`config.mk`:
```
export PLATFORM = sky130hd
export DESIGN_NAME = i2c_reg_ctrl
export DESIGN_NICKNAME = d
export VERILOG_FILES = /design/src/rtl/i2c_reg_ctrl.sv
export SDC_FILE = /design/constraint.sdc
export NUM_CORES = 2
export LEC_CHECK = 0
export CORE_MARGIN = 8
export CORE_UTILIZATION = 59
export DETAILED_ROUTE_END_ITERATION = 16
export PLACE_DENSITY_LB_ADDON = 0.08
export SYNTH_ARGS = -nofsm -noshare
export SYNTH_HDL_FRONTEND = slang
export SYNTH_SLANG_ARGS = --single-unit
export TNS_END_PERCENT = 1
```
`constraint.sdc`:
```
create_clock -name CLK -period 5.1 [get_ports CLK]
set_input_delay 1.53 -clock CLK [delete_from_list [all_inputs] [get_ports CLK]]
set_output_delay 1.53 -clock CLK [all_outputs]
set_load 0.05 [all_outputs]
```
`src/rtl/i2c_reg_ctrl.sv`:
```
// Register-access controller behind the I2C slave: turns byte-level bus events
// into register-file reads/writes with an auto-incrementing pointer.
module i2c_reg_ctrl #(
  parameter int         DEPTH         = 128,
  parameter logic [7:0] TRANSMIT_ADDR = 8'h50
) (
  input  logic       CLK,
  input  logic       Reset,
  input  logic       AddrMatch,
  input  logic       RW,
  input  logic       RxValid,
  input  logic [7:0] RxData,
  input  logic       RdReq,
  input  logic       StopDet,
  output logic [7:0] TxData,
  output logic       TxValid,
  output logic       TransmitPulse,
  output logic [7:0] TransmitCmd,
  output logic       Busy,
  output logic [7:0] Pointer
);

  localparam int         AW      = (DEPTH > 1) ? $clog2(DEPTH) : 1;
  localparam logic [8:0] DEPTH_L = 9'(DEPTH);

  typedef enum logic [1:0] {IDLE, WADDR, WDATA, READ} state_t;

  state_t          state;
  logic [7:0]      regs [DEPTH];
  logic            in_range;
  logic [AW-1:0]   idx;

  assign in_range = ({1'b0, Pointer} < DEPTH_L);
  assign idx      = Pointer[AW-1:0];
  assign Busy     = (state != IDLE);

  always_ff @(posedge CLK or negedge Reset) begin
    if (!Reset) begin
      state         <= IDLE;
      Pointer       <= 8'h00;
      TxData        <= 8'h00;
      TxValid       <= 1'b0;
      TransmitPulse <= 1'b0;
      TransmitCmd   <= 8'h00;
      for (int i = 0; i < DEPTH; i++) regs[i] <= 8'h00;
    end else begin
      TxValid       <= 1'b0;
      TransmitPulse <= 1'b0;
      if (AddrMatch) begin
        // (Repeated) START outranks STOP and any data event in the same cycle.
        state <= RW ? READ : WADDR;
      end else begin
        if (RdReq) begin
          TxValid <= 1'b1;
          if (state == READ) begin
            TxData  <= in_range ? regs[idx] : 8'h00;
            Pointer <= Pointer + 8'd1;
          end else begin
            TxData <= 8'hFF;
          end
        end
        if (RxValid) begin
          if (state == WADDR) begin
            Pointer <= RxData;
            state   <= WDATA;
          end else if (state == WDATA) begin
            if (in_range) regs[idx] <= RxData;
            if (Pointer == TRANSMIT_ADDR) begin
              TransmitCmd   <= RxData;
              TransmitPulse <= 1'b1;
            end
            Pointer <= Pointer + 8'd1;
          end
        end
        // Placed last so STOP overrides the WADDR->WDATA move after the byte is handled.
        if (StopDet && state != IDLE) state <= IDLE;
      end
    end
  end

endmodule

```
==> metrics <==
outcome=finished, final reports clean; Avg WL per Cell=between 20 and 30 um; Synth warnings=0; Clk network pwr share=0.419; CP max stage delay=around 0.90 ns; cts repair resizes=0; unrepaired setup endpoints after global routing=false; Crit path max-delay family=buffers and inverters; Clock Path Buffers=3; Least-Margin Pin Slew=roughly 1.1 ns; Slew headroom=0.237; Synthesized Nets=3533; power per cell area=around 360 nW/um^2; via count=approximately 30000; startpoint type of the worst setup path=register; Fin Setup TNS=0 ns; WP buf/inv=2; first-pass GRT wire length=between 200 and 250 mm; nets=3504; initial antenna violation count=1; switching share of power=0.269; CTS tree=built; Max Slew Vio Count=0; Static Leak=approximately 27 nW; share of cells above drive strength 1=0.392; Post CTS Setup Buffer Count=0; total track usage=0.289; Die X=302 um; core area=around 82000 um^2; reg2reg setup slack=roughly 1.3 ns; hold_buf cts=0; PortBufs=just over 40; synthesis-stage register bit count=approximately 1100; sequential area share after synthesis=0.544; critical-path cell list=buf_4, clkdlybuf4s50_1; combinational power share=0.137; CP endpoint kind=output port; filler cell count=5868; Routed WL=between 100 and 150 mm; Syn Std Cell Area=around 48000 um^2; Mapped Cells=~3500; drt via density=6.44; CTS Buf Count=109; FFs w/ async S/R, synth=1.00; post-route setup slack=~0.80 ns; GRT overflow=0; fmax=~230 MHz; number of synthesized flops with an enable pin=0; Reg power frac=0.444; die height=between 300 and 400 um; H-tree depth=3; Net Sw Power=around 5.3 mW; largest net degree at the start of global routing=107; Worst Path Required=between 3 and 4 ns; P_int=around 14 mW; Clock Tree Root=clkbuf_16; max-cap viol count=0; die area=slightly above 90000 um^2; Initial Utilization=0.593; largest vdd supply drop=0.310 mV; First-pass DRT Iterations=7; post-synthesis cell type count=50; fin crit period=around 4.3 ns; Final period util=0.843; post-route DRC violation count=0; Worst EP arrival=around 2.8 ns; Crit Path Max Fanout=24; main flop type after synthesis=dfrtp_1; Area Overhead vs Synth=10.8%; global placement routability congestion=around 0.97; crit path kind=register to output port; final antenna-violating net count=0; Clock Pin Slew Worst Setup and Hold Paths=about 0.06 ns; vias in the first global route=around 32000; clk sinks=1052; final setup skew=around 0.027 ns; hold crit path type=register to register; I/O pin cnt=42; DP HPWL=85.5 mm; Post-Syn Area per Cell=about 14 um^2; setup violators final=0; FP Rows=approximately 110; CP max-delay cell=clkdlybuf4s50_1; Hold Vio Cnt, Final=0; latest clock arrival within the worst-skew pair=approximately 0.68 ns; Setup WS pre-CTS=between 0.5 and 0.6 ns; initial detailed-routing violation count=2217
==> worst register-to-register path: cells and delay by family, from the launching register on <==
family / cells / cell delay [ns]
buffers and inverters: 1 / 0.29
DFF: 1 / 0.59
AOI/OAI and AO/OA: 4 / 1.16
and+or+nand+nor: 2 / 1.68
==> cell usage after synthesis (25+ instances only) <==
cell,instances,area share
nor2_2,35,0.0045
nor2_4,36,0.0084
nand2_1,88,0.0068
dfrtp_1,1052,0.54
nor2_1,25,0.0019
mux2_2,1025,0.24
a21oi_1,28,0.0029
clkbuf_1,141,0.011
mux2i_1,512,0.11
o22ai_1,257,0.033
nor4_1,64,0.0083
buf_2,103,0.011
==> placed cells by master, fill, tap and decap left out, drive strengths merged, types with 7 or more instances in the layout <==
cell	instances
clkdlybuf4s50	32
o211ai	8
bufinv	9
a21oi	28
mux2	1032
clkbuf	166
dfrtp	1052
nor4	65
inv	10
clkinv	21
o22ai	258
nand3	15
nand2	99
nor3	11
mux2i	512
nor2	96
buf	91
a211oi	7
o21ai	15
==> power groups by stage <==
stage | Combinational (mW) | Clock (mW) | Sequential (mW)
6_report | 2.69 | 8.18 | 8.67
5_1_grt | 2.81 | 8.66 | 8.68
4_1_cts | 2.67 | 8.31 | 8.67
3_5_place_dp | 2.66 | 0 | 8.82
3_3_place_gp | 2.62 | 0 | 8.81
2_1_floorplan | 1.79 | 0 | 8.81
==> through the flow <==
step	power, mW	utilization	cells	instance area (um^2)	hold slack [ns]
global route	20.2	0.657	4649	53600	0.508
detailed placement	11.5	0.611	4446	49800	0.475
finish	19.5	0.657	4650	53600	0.486
CTS	19.6	0.657	4649	53600	0.488
global placement	11.4	0.611	4446	49800	0.467
floorplan	10.6	-	3516	48400	0.457
==> logic make-up after synthesis <==
kind of cell / after synthesis / synth area share
AO/OA/AOI/OAI: 329 / 0.0424
buffers and inverters: 270 / 0.0254
flip-flops: 1052 / 0.544
AND/OR/NAND/NOR: 319 / 0.0409
multiplexers: 1544 / 0.346
adder cells (fa/ha/maj): 2 / 0.000517
==> sequential cells by signal (all words and copies together) (netlist names) <==
| name | count |
|---|---|
| regs | 1024 |
| Pointer | 8 |
| TransmitCmd | 8 |
| TxData | 8 |
| state | 2 |
| TransmitPulse | 1 |
| TxValid | 1 |
==> layout make-up <==
| type | instances | area, um^2 | area share |
|---|---|---|---|
| antenna | 1 | 2.50 | 0.0000467 |
| clock inverter | 37 | 443 | 0.00827 |
| inverter | 7 | 26.3 | 0.000491 |
| clock buffer | 166 | 3290 | 0.0613 |
| sequential | 1052 | 26300 | 0.492 |
| multi-input combinational | 2194 | 20900 | 0.390 |
| tap | 1070 | 1340 | 0.0250 |
| timing repair buffer | 123 | 1260 | 0.0235 |
==> worst paths after layout <==
path                            start    endpoint  cells after the start
setup / recovery           Pointer[4]  Pointer[4]                      2
hold / removal              regs[607]   regs[607]                      1
setup reg to reg           Pointer[1]   TxData[0]                      7
hold reg to reg             regs[607]   regs[607]                      1
max in group asynchronous       Reset   regs[176]                      3
min in group asynchronous       Reset   regs[478]                      1
==> layer usage <==
| metal | vias up | routed length, um | GRT usage |
|---|---|---|---|
| met4 | 2 | 4300 | 0.0925 |
| met2 | 873 | 61900 | 0.461 |
| li1 | 12900 | - | - |
| met1 | 16000 | 56700 | 0.398 |
| met5 | - | 7 | 0 |
| met3 | 248 | 8530 | 0.0617 |
Note: power is estimated with default switching activity, not from simulation.
